<file path="config.mk">
export PLATFORM = sky130hd
export DESIGN_NAME = jtdsp16_rom_arb_flat
export DESIGN_NICKNAME = d
export VERILOG_FILES = /design/src/rtl/jtdsp16_pkg.sv /design/src/rtl/jtdsp16_rom_arb_if.sv /design/src/rtl/jtdsp16_rr2.sv /design/src/rtl/jtdsp16_rom_arb.sv /design/src/flat_wrapper.sv
export SDC_FILE = /design/constraint.sdc
export NUM_CORES = 1
export LEC_CHECK = 0
export ABC_AREA = 1
export CAP_MARGIN = 5
export CORE_MARGIN = 2
export CORE_UTILIZATION = 44
export DETAILED_ROUTE_END_ITERATION = 6
export PLACE_DENSITY = 0.84
export SLEW_MARGIN = 20
export SYNTH_ARGS = -nofsm -noshare
export SYNTH_HDL_FRONTEND = slang
export SYNTH_SLANG_ARGS = --single-unit
</file>
<file path="constraint.sdc">
create_clock -name clk -period 3.6 [get_ports clk]
set_clock_uncertainty 0.1 [all_clocks]
set_input_delay 0.54 -clock clk [delete_from_list [all_inputs] [get_ports clk]]
set_output_delay 0.54 -clock clk [all_outputs]
set_load 0.03 [all_outputs]
</file>
<file path="src/rtl/jtdsp16_pkg.sv">
`default_nettype none
// +------------------------------------------------------------------+
// | Module   : jtdsp16_pkg                                            |
// | Purpose  : Shared types for the DSP16 program/table ROM arbiter:  |
// |            FSM state encoding, wait-state counter type and the    |
// |            internal/external address classification helper.      |
// | Revision : 1.0 - initial release                                  |
// +------------------------------------------------------------------+
package jtdsp16_pkg;

    // Width of the external-ROM wait-state counter (WS ranges 0..7)
    localparam int c_ws_w = 3;

    typedef logic [c_ws_w-1:0] ws_cnt_t;

    typedef enum logic [1:0] {
        ST_IDLE     = 2'd0,
        ST_INT      = 2'd1,
        ST_EXT_WAIT = 2'd2
    } arb_state_t;

    // Requester indices used by the round-robin arbiter and ok routing
    localparam int c_req_fetch = 0;
    localparam int c_req_tbl   = 1;

    // Addresses at or above the boundary live in external memory
    function automatic logic addr_is_ext(input logic [15:0] addr,
                                         input logic [15:0] bound);
        return (addr >= bound);
    endfunction

endpackage
`default_nettype wire

</file>
<file path="src/rtl/jtdsp16_rom_arb_if.sv">
`default_nettype none
// +------------------------------------------------------------------+
// | Module   : jtdsp16_rom_arb_if                                     |
// | Purpose  : Bundle of requester and ROM-side signals of the ROM    |
// |            arbiter. 'slave' is the arbiter view, 'master' is the  |
// |            view of the environment (requesters plus ROM).         |
// | Revision : 1.0 - initial release                                  |
// +------------------------------------------------------------------+
interface jtdsp16_rom_arb_if;

    logic        cen;
    logic        fetch_req;
    logic [15:0] fetch_addr;
    logic        fetch_ok;
    logic        tbl_req;
    logic [15:0] tbl_addr;
    logic        tbl_ok;
    logic [15:0] rd_data;
    logic [15:0] rom_addr;
    logic        rom_cs;
    logic        rom_ext;
    logic [15:0] rom_data;
    logic        rom_ok;

    modport slave (
        input  cen, fetch_req, fetch_addr, tbl_req, tbl_addr, rom_data, rom_ok,
        output fetch_ok, tbl_ok, rd_data, rom_addr, rom_cs, rom_ext
    );

    modport master (
        output cen, fetch_req, fetch_addr, tbl_req, tbl_addr, rom_data, rom_ok,
        input  fetch_ok, tbl_ok, rd_data, rom_addr, rom_cs, rom_ext
    );

endinterface
`default_nettype wire

</file>
<file path="src/rtl/jtdsp16_rr2.sv">
`default_nettype none
// +------------------------------------------------------------------+
// | Module   : jtdsp16_rr2                                            |
// | Purpose  : Two-input round-robin arbiter. Grant is combinational  |
// |            from the request lines and the last-grant register;    |
// |            the register moves only when the grant is taken.       |
// | Revision : 1.0 - initial release                                  |
// +------------------------------------------------------------------+
module jtdsp16_rr2 (
    input  wire logic       clk,
    input  wire logic       rst,     // synchronous, active low
    input  wire logic       i_cen,
    input  wire logic [1:0] i_req,
    input  wire logic       i_take,
    output logic      [1:0] o_gnt,
    output logic            o_last   // 1: requester 1 was granted last
);

    logic r_last;

    // A lone requester wins; on a tie the one not served last wins
    always_comb begin
        o_gnt[0] = i_req[0] & (~i_req[1] |  r_last);
        o_gnt[1] = i_req[1] & (~i_req[0] | ~r_last);
    end

    // Remember who was granted; reset favours requester 1 on the first tie
    always_ff @(posedge clk) begin
        if (!rst)
            r_last <= 1'b0;
        else if (i_cen && i_take)
            r_last <= o_gnt[1];
    end

    assign o_last = r_last;

endmodule
`default_nettype wire

</file>
<file path="src/rtl/jtdsp16_rom_arb.sv">
`default_nettype none
// +------------------------------------------------------------------+
// | Module   : jtdsp16_rom_arb                                        |
// | Purpose  : Shares one ROM port between instruction fetch and      |
// |            table reads. Internal accesses take one cen cycle,     |
// |            external ones WS cycles plus the rom_ok handshake.     |
// |            A completing access can hand over to the next request  |
// |            in the same cycle.                                     |
// | Revision : 1.0 - initial release                                  |
// +------------------------------------------------------------------+
module jtdsp16_rom_arb
    import jtdsp16_pkg::*;
#(
    parameter int          WS        = 2,
    parameter logic [15:0] EXT_BOUND = 16'h1000
) (
    input wire logic          clk,
    input wire logic          rst,   // synchronous, active low
    jtdsp16_rom_arb_if.slave  bus
);

    localparam ws_cnt_t c_ws_load = ws_cnt_t'(WS);

    arb_state_t  r_state,    w_state;
    ws_cnt_t     r_cnt,      w_cnt;
    logic [15:0] r_rom_addr, w_rom_addr;
    logic        r_rom_cs,   w_rom_cs;
    logic        r_rom_ext,  w_rom_ext;
    logic [15:0] r_rd_data,  w_rd_data;
    logic        r_fetch_ok, w_fetch_ok;
    logic        r_tbl_ok,   w_tbl_ok;

    logic [1:0]  w_req;
    logic [1:0]  w_gnt;
    logic        w_last;     // owner of the access in progress (1: table)
    logic        w_take;
    logic        w_done;
    logic [15:0] w_sel_addr;

    assign w_req = {bus.tbl_req, bus.fetch_req};

    jtdsp16_rr2 u_rr2 (
        .clk    (clk),
        .rst    (rst),
        .i_cen  (bus.cen),
        .i_req  (w_req),
        .i_take (w_take),
        .o_gnt  (w_gnt),
        .o_last (w_last)
    );

    // Next-state: finish the current access, then grant the next one if any
    always_comb begin
        w_state    = r_state;
        w_cnt      = r_cnt;
        w_rom_addr = r_rom_addr;
        w_rom_cs   = r_rom_cs;
        w_rom_ext  = r_rom_ext;
        w_rd_data  = r_rd_data;
        w_fetch_ok = 1'b0;
        w_tbl_ok   = 1'b0;
        w_done     = 1'b0;
        w_take     = 1'b0;
        w_sel_addr = w_gnt[c_req_tbl] ? bus.tbl_addr : bus.fetch_addr;

        case (r_state)
            ST_IDLE: ;
            ST_INT:  w_done = 1'b1;
            ST_EXT_WAIT: begin
                // Wait states elapse first; then the access lasts until rom_ok
                if (r_cnt == '0)
                    w_done = bus.rom_ok;
                else
                    w_cnt = r_cnt - 1'b1;
            end
            default: w_state = ST_IDLE;
        endcase

        if (w_done) begin
            w_rd_data  = bus.rom_data;
            w_fetch_ok = ~w_last;
            w_tbl_ok   =  w_last;
            w_state    = ST_IDLE;
            w_rom_cs   = 1'b0;
            w_rom_ext  = 1'b0;
        end

        // Addresses are captured only here, so later changes are ignored
        if ((r_state == ST_IDLE || w_done) && (|w_gnt)) begin
            w_take     = 1'b1;
            w_rom_addr = w_sel_addr;
            w_rom_cs   = 1'b1;
            w_rom_ext  = addr_is_ext(w_sel_addr, EXT_BOUND);
            w_state    = w_rom_ext ? ST_EXT_WAIT : ST_INT;
            w_cnt      = w_rom_ext ? c_ws_load : '0;
        end
    end

    // State and output registers; reset wins over cen
    always_ff @(posedge clk) begin
        if (!rst) begin
            r_state    <= ST_IDLE;
            r_cnt      <= '0;
            r_rom_addr <= '0;
            r_rom_cs   <= 1'b0;
            r_rom_ext  <= 1'b0;
            r_rd_data  <= '0;
            r_fetch_ok <= 1'b0;
            r_tbl_ok   <= 1'b0;
        end else if (bus.cen) begin
            r_state    <= w_state;
            r_cnt      <= w_cnt;
            r_rom_addr <= w_rom_addr;
            r_rom_cs   <= w_rom_cs;
            r_rom_ext  <= w_rom_ext;
            r_rd_data  <= w_rd_data;
            r_fetch_ok <= w_fetch_ok;
            r_tbl_ok   <= w_tbl_ok;
        end
    end

    assign bus.rom_addr = r_rom_addr;
    assign bus.rom_cs   = r_rom_cs;
    assign bus.rom_ext  = r_rom_ext;
    assign bus.rd_data  = r_rd_data;
    assign bus.fetch_ok = r_fetch_ok;
    assign bus.tbl_ok   = r_tbl_ok;

endmodule
`default_nettype wire

</file>
<file path="src/flat_wrapper.sv">
// flat-port wrapper written by rule: the top's interface ports become plain ports
module jtdsp16_rom_arb_flat import jtdsp16_pkg::*;
#(
    parameter int          WS        = 2,
    parameter logic [15:0] EXT_BOUND = 16'h1000
)
  (clk, rst, bus_cen, bus_fetch_req, bus_fetch_addr, bus_tbl_req, bus_tbl_addr, bus_rom_data, bus_rom_ok, bus_fetch_ok, bus_tbl_ok, bus_rd_data, bus_rom_addr, bus_rom_cs, bus_rom_ext);
  jtdsp16_rom_arb_if bus_i ();
  input wire logic clk;
  input wire logic rst;
  input wire logic [$bits(bus_i.cen)-1:0] bus_cen;
  input wire logic [$bits(bus_i.fetch_req)-1:0] bus_fetch_req;
  input wire logic [$bits(bus_i.fetch_addr)-1:0] bus_fetch_addr;
  input wire logic [$bits(bus_i.tbl_req)-1:0] bus_tbl_req;
  input wire logic [$bits(bus_i.tbl_addr)-1:0] bus_tbl_addr;
  input wire logic [$bits(bus_i.rom_data)-1:0] bus_rom_data;
  input wire logic [$bits(bus_i.rom_ok)-1:0] bus_rom_ok;
  output wire logic [$bits(bus_i.fetch_ok)-1:0] bus_fetch_ok;
  output wire logic [$bits(bus_i.tbl_ok)-1:0] bus_tbl_ok;
  output wire logic [$bits(bus_i.rd_data)-1:0] bus_rd_data;
  output wire logic [$bits(bus_i.rom_addr)-1:0] bus_rom_addr;
  output wire logic [$bits(bus_i.rom_cs)-1:0] bus_rom_cs;
  output wire logic [$bits(bus_i.rom_ext)-1:0] bus_rom_ext;
  assign bus_i.cen = bus_cen;
  assign bus_i.fetch_req = bus_fetch_req;
  assign bus_i.fetch_addr = bus_fetch_addr;
  assign bus_i.tbl_req = bus_tbl_req;
  assign bus_i.tbl_addr = bus_tbl_addr;
  assign bus_i.rom_data = bus_rom_data;
  assign bus_i.rom_ok = bus_rom_ok;
  assign bus_fetch_ok = bus_i.fetch_ok;
  assign bus_tbl_ok = bus_i.tbl_ok;
  assign bus_rd_data = bus_i.rd_data;
  assign bus_rom_addr = bus_i.rom_addr;
  assign bus_rom_cs = bus_i.rom_cs;
  assign bus_rom_ext = bus_i.rom_ext;
  jtdsp16_rom_arb #(.WS(WS), .EXT_BOUND(EXT_BOUND)) u_core (.clk(clk), .rst(rst), .bus(bus_i));
endmodule
</file>
==> results of run 1 <==
## worst register-to-register path: cells and delay by family, from the launching register on
family          cells  cell delay (ns)
simple gates        5             0.70
flops               1             0.32
fa+ha+maj           2             0.35
buf+inv             1             0.07
compound gates      2             0.37
## metal layers
layer  vias to the layer above  wire, µm
li1                       1062         -
met1                       920      2090
met2                        89      2460
met3                        11       435
met4                         0       102
met5                         -         0
## power by group through the flow
stage	registers, W	clock network (W)	logic [W]
floorplan	0.000589	0	0.000174
CTS	0.000522	0.000376	0.000380
global placement	0.000532	0	0.000369
finish	0.000522	0.000372	0.000377
detailed placement	0.000533	0	0.000377
global route	0.000527	0.000394	0.000420
## cell usage in the layout (no fill, tap or decap)
cell type,netlist,layout
clkdlybuf4s50_1,0,89
nand2_1,79,79
dfxtp_1,42,42
a21oi_1,37,37
inv_1,32,32
nand3_1,26,26
o21ai_0,20,20
nor2_1,13,13
ha_1,6,6
clkbuf_8,0,5
nand4_1,3,3
buf_4,3,3
nand3_2,2,2
nand2_4,2,2
nor2_2,1,1
a21oi_4,1,1
nand2_2,1,1
inv_2,1,1
bufinv_16,0,1
clkinvlp_4,0,1
clkbuf_1,7,1
## state kept, by name, indices dropped and copies added, names as in the netlist
name / flops
u_core.r_state: 2
u_core.bus.rom_cs: 1
u_core.bus.rom_addr: 16
u_core.u_rr2.o_last: 1
u_core.bus.rd_data: 16
u_core.r_cnt: 3
u_core.bus.tbl_ok: 1
u_core.bus.fetch_ok: 1
u_core.bus.rom_ext: 1
## area by class of cell
class	instances	area (µm²)	area share
clock buffers	6	72.6	0.0244
well taps	52	65.1	0.0218
clock inverters	2	37.5	0.0126
repair buffers	92	913	0.307
multi-input cells	191	926	0.311
inverters	33	124	0.0416
flip-flops and latches	42	841	0.282
## cells by family after synthesis
group / after synthesis / synth area share
simple gates: 127 / 0.279
buf+inv: 47 / 0.104
flops: 42 / 0.426
compound gates: 58 / 0.153
fa+ha+maj: 6 / 0.0381
## through the flow
step                      instance area [µm²]  power, W   util
after global routing                     2980   0.00134  0.689
after detailed placement                 2870  0.000910  0.663
after global placement                   2870  0.000901  0.663
after CTS                                2980   0.00128  0.689
after floorplan                          1970  0.000763      -
final                                    2980   0.00127  0.689
## worst paths after layout
| check | slack [ns] | endpoint | cells past startpoint | startpoint |
|---|---|---|---|---|
| worst max-delay path | 1.56 | u_core.u_rr2.o_last$_SDFFE_PN0P_ | 10 | u_core.r_cnt[0]$_SDFFE_PN0P_ |
| worst min register to register | 0.34 | u_core.bus.rd_data[13]$_SDFFE_PN0P_ | 2 | u_core.bus.rd_data[13]$_SDFFE_PN0P_ |
| worst max register to register | 1.56 | u_core.u_rr2.o_last$_SDFFE_PN0P_ | 10 | u_core.r_cnt[0]$_SDFFE_PN0P_ |
| worst min-delay path | 0.34 | u_core.bus.rd_data[13]$_SDFFE_PN0P_ | 2 | u_core.bus.rd_data[13]$_SDFFE_PN0P_ |
==> flow_metrics.tcl, run 1 <==
set metrics [dict create \
    status "complete, no violations" \
    initial_core_util 0.456 \
    p_comb_frac 0.296 \
    clk_path_buf_depth 2 \
    fp.dieH_um 70.9 \
    ys.flop_type "dfxtp_1" \
    rsz0062_at_grt "no" \
    grt_util_met1 0.246 \
    p_switching_w 0.000399 \
    first_pass_iters 4 \
    pwr-share-clk 0.292 \
    crit_slowest_cell "nand3_2" \
    cts_resized 0 \
    critical_path.top_delay_family "simple AND/OR/NAND/NOR gates" \
    fin_worst_hold_slack_ns 0.343 \
    die_area_um2 5030 \
    grt_max_degree 34 \
    synth.largest_area_cell "dfxtp_1" \
    dp_hpwl_um 3730 \
    synth_nets 340 \
    yosysWarningCount 0 \
    ys_ff_latch 42 \
    p_int_w 0.000872 \
    dp_slack_ns 1.28 \
    finalWorstSetupSlack_ns 1.56 \
    viasPerCell 4.98 \
    drt_iter0_drc 108 \
    crit_fanout 23 \
    synth_area_per_cell_um2 7.04 \
    async_flop_share 0 \
    drc 0 \
    final.fill_count 375 \
    synth_common_cells "nand2_1 (79), dfxtp_1 (42), a21oi_1 (37), inv_1 (32), nand3_1 (26)" \
    cts_tree "yes" \
    yosysMostFrequentCell "nand2_1" \
    synth.distinct_cells 19 \
    slew_headroom 0.599 \
    grt_usage 0.215 \
    grt_pass1_vias 1994 \
    hold_viol_final 0 \
    cellPowerDensity_nw_per_um2 427 \
    post_route_cells_drive_above_1_share 0.0492 \
    cts_num_sinks 42 \
    fmax_mhz 490 \
    maxSlewViolCount 0 \
    finalWirelength_um 5090 \
    wl_per_cell_um 12.2 \
    grt_most_used_layer "met2" \
    path_clk_slew_ns 0.08 \
    tightest_slew_ns 0.600 \
    postCtsSetupBuffers 0 \
    die_w_um 70.9 \
    numPortBuffers 89 \
    coreArea_um2 4320 \
    required_ns 3.67 \
    overflow 0 \
    boundaryPins 90 \
    yosysSeqAreaShare 0.426 \
    grtUsageMet2 0.370 \
    netlist_area_um2 1970 \
    cts_buffers 5 \
    rows 24 \
    dr_total_vias 2082 \
    grt_use_met3 0.0755 \
    worstPathArrival_ns 2.11 \
    critPathBufInv 1 \
    antenna_found_initial 0 \
    clkLatencyLatePin_ns 0.30 \
    cts_max_level 2 \
    start_kind "flop" \
    grt_pass1_wl_um 8670 \
    ir_drop_v 0.000187 \
    path_cells "inv_1, ha_1, ha_1, nand3_2, nand2_4, nand2_4, nand2_1, nand3_2, o21ai_0, a21oi_1" \
    worst_setup_path_end_kind "flop" \
    final_cells 418 \
    synth_enable_flop_cells 0 \
    globalplace.congestion 0.837 \
    swShare 0.314 \
    synth_top_area_share 0.426 \
    place_inst 410 \
    criticalPathCategory "flop to flop" \
    period_needed_ns 2.04 \
    cap_viol_max_count 0 \
    hold_path.class "flop to flop" \
    synth_area_leaders "dfxtp_1 (43%), nand2_1 (15%), a21oi_1 (9.4%), nand3_1 (6.6%), inv_1 (6.1%)" \
    clock-root-buffer "clkbuf_8" \
    leakagePower_nw 1.22 \
    finalSetupViolCount 0 \
    nets 425 \
    drtAntennaViolNets 0 \
    synthCells 280 \
    holdBufCountCts 0 \
    antenna_cells 0 \
    pwr-share-seq 0.411 \
    min_period_over_period 0.567 \
    area_delta_synth_final_pct 51.1 \
    cpPeakStageDelay_ns 0.36 \
    fin_tns_setup_ns 0 \
]
Power figures use the tool's default switching activity.
==> run 2, diff against run 1 <==
--- a/config.mk
+++ b/config.mk
@@ -8,9 +8,9 @@
 export ABC_AREA = 1
 export CAP_MARGIN = 5
 export CORE_MARGIN = 2
-export CORE_UTILIZATION = 44
+export CORE_UTILIZATION = 41
 export DETAILED_ROUTE_END_ITERATION = 6
-export PLACE_DENSITY = 0.84
+export PLACE_DENSITY = 0.79
 export SLEW_MARGIN = 20
 export SYNTH_ARGS = -nofsm -noshare
 export SYNTH_HDL_FRONTEND = slang
==> constraint.sdc (replaced) <==
create_clock -name clk -period 2.15 [get_ports clk]
set_clock_uncertainty 0.1 [all_clocks]
set_input_delay 0.3225 -clock clk [delete_from_list [all_inputs] [get_ports clk]]
set_output_delay 0.3225 -clock clk [all_outputs]
set_load 0.03 [all_outputs]
==> run 2 against run 1 <==
Effect of this change: sequential cell count unchanged; clock-buffer cell count decreased by 1; global-route usage decreased by 3.4 points; critical path type unchanged; largest cell class is now buffers; largest power group unchanged.
==> flow_metrics.tcl, run 2 (same netlist as run 1, synthesis figures left out) <==
set metrics [dict create \
    area_delta_synth_final_pct 51.5 \
    wl_per_cell_um 11.1 \
    postCtsSetupBuffers 0 \
    finalWirelength_um 4700 \
    min_from "u_core.bus.rd_data[2]$_SDFFE_PN0P_" \
    drt_iter0_drc 72 \
    reg2reg_from "u_core.r_cnt[0]$_SDFFE_PN0P_" \
    first_pass_iters 4 \
    antenna_found_initial 0 \
    swShare 0.333 \
    cts_buffers 5 \
    layout_common_cells "clkdlybuf4s50_1 (89), nand2_1 (79), dfxtp_1 (42)" \
    p_comb_frac 0.312 \
    ir_drop_v 0.000339 \
    cpPeakStageDelay_ns 0.32 \
    cts_resized 0 \
    final_common_cell "clkdlybuf4s50_1" \
    crit_slowest_cell "dfxtp_1" \
    leakagePower_nw 1.22 \
    period_needed_ns 1.87 \
    p_switching_w 0.000674 \
    globalplace.congestion 0.762 \
    clk_path_buf_depth 2 \
    fp.dieH_um 73.4 \
    min_period_over_period 0.870 \
    start_kind "flop" \
    path_clk_slew_ns 0.09 \
    cts_tree "yes" \
    status "complete, no violations" \
    fin_tns_setup_ns 0 \
    antenna_cells 0 \
    whs_path_depth 2 \
    drc 0 \
    p_int_w 0.00135 \
    dp_hpwl_um 3530 \
    overflow 0 \
    grt_pass1_vias 1795 \
    rsz0062_at_grt "no" \
    maxSlewViolCount 0 \
    dp_slack_ns 0.170 \
    grt_max_degree 34 \
    criticalPathCategory "flop to flop" \
    critPathBufInv 2 \
    hold_viol_final 0 \
    cellPowerDensity_nw_per_um2 679 \
    clock-root-buffer "clkbuf_8" \
    clkLatencyLatePin_ns 0.29 \
    nets 428 \
    critical_path.top_delay_family "simple AND/OR/NAND/NOR gates" \
    cts_max_level 2 \
    crit_fanout 12 \
    viasPerCell 4.68 \
    grt_usage 0.181 \
    initial_core_util 0.420 \
    hold_path.class "flop to flop" \
    die_w_um 73.4 \
    post_route_cells_drive_above_1_share 0.0596 \
    coreArea_um2 4690 \
    finalWorstSetupSlack_ns 0.279 \
    path_cells "inv_1, ha_1, ha_1, nand3_2, nand2_4, nand2_4, nand2_1, nand3_2, buf_4, nand2_1, a21oi_1" \
    holdBufCountCts 0 \
    numPortBuffers 89 \
    ff2ff_path_depth 11 \
    pwr-share-seq 0.431 \
    cp.depth 11 \
    finalSetupViolCount 0 \
    drtAntennaViolNets 0 \
    cap_viol_max_count 0 \
    grt_pass1_wl_um 7800 \
    cts_num_sinks 42 \
    tightest_slew_ns 0.590 \
    fmax_mhz 535 \
    dr_total_vias 1981 \
    crit_path_start "u_core.r_cnt[0]$_SDFFE_PN0P_" \
    worst_setup_path_end_kind "flop" \
    boundaryPins 90 \
    required_ns 2.20 \
    worstPathArrival_ns 1.92 \
    slew_headroom 0.606 \
    die_area_um2 5380 \
    rows 25 \
    pwr-share-clk 0.257 \
]
-- run 2: cell types whose count changed in the layout (fill, tap and decap cells not counted) --
cell | previous run | this run
buf_4 | 3 | 6
clkbuf_1 | 1 | 0
clkinvlp_4 | 1 | 2
bufinv_16 | 1 | 0
inv_6 | 0 | 1
-- run 2: cell type report --
| cell class | count | area (µm²) |
|---|---|---|
| Timing Repair Buffer | 95 | 936 |
| Tap cell | 54 | 67.6 |
| Clock inverter | 3 | 23.8 |
| Clock buffer | 5 | 68.8 |
| Sequential cell | 42 | 841 |
| Fill cell | 452 | 1710 |
| Multi-Input combinational cell | 191 | 926 |
| Inverter | 33 | 124 |
-- run 2: final timing paths --
path | end | slack [ns]
min | u_core.bus.rd_data[2]$_SDFFE_PN0P_ | 0.34
max | u_core.bus.rom_addr[2]$_SDFFE_PN0P_ | 0.28
min reg2reg | u_core.bus.rd_data[2]$_SDFFE_PN0P_ | 0.34
max reg2reg | u_core.bus.rom_addr[2]$_SDFFE_PN0P_ | 0.28
-- run 2: metrics by stage --
step | hold WS (ns) | instance area (µm²) | power (W) | instances | utilization
finish | 0.344 | 2990 | 0.00203 | 423 | 0.637
CTS | 0.347 | 2990 | 0.00206 | 423 | 0.637
detailed placement | 0.334 | 2890 | 0.00153 | 415 | 0.617
global route | 0.365 | 2990 | 0.00216 | 423 | 0.637
floorplan | 0.357 | 1970 | 0.00128 | 280 | -
global placement | 0.329 | 2890 | 0.00152 | 415 | 0.617
-- run 2: power groups by stage --
stage	Sequential, W	Clock, W	Combinational, W
after floorplan	0.000987	0	0.000292
after global placement	0.000891	0	0.000627
after detailed placement	0.000891	0	0.000637
after CTS	0.000874	0.000542	0.000640
after global routing	0.000882	0.000574	0.000701
final	0.000873	0.000522	0.000632
-- run 2: tightest hold or removal path, cell delays in order (launching register included) --
cell and delay, ns:
dfxtp_1 0.31, inv_1 0.04, a21oi_1 0.05
-- run 2: routing by layer --
metal  vias to the layer above  part of all wire  GRT usage
met5                         -                 0          0
met4                         0            0.0089     0.0485
met3                         4             0.087     0.0686
met2                        67              0.48      0.313
met1                       842              0.42      0.210
li1                       1068                 -          -
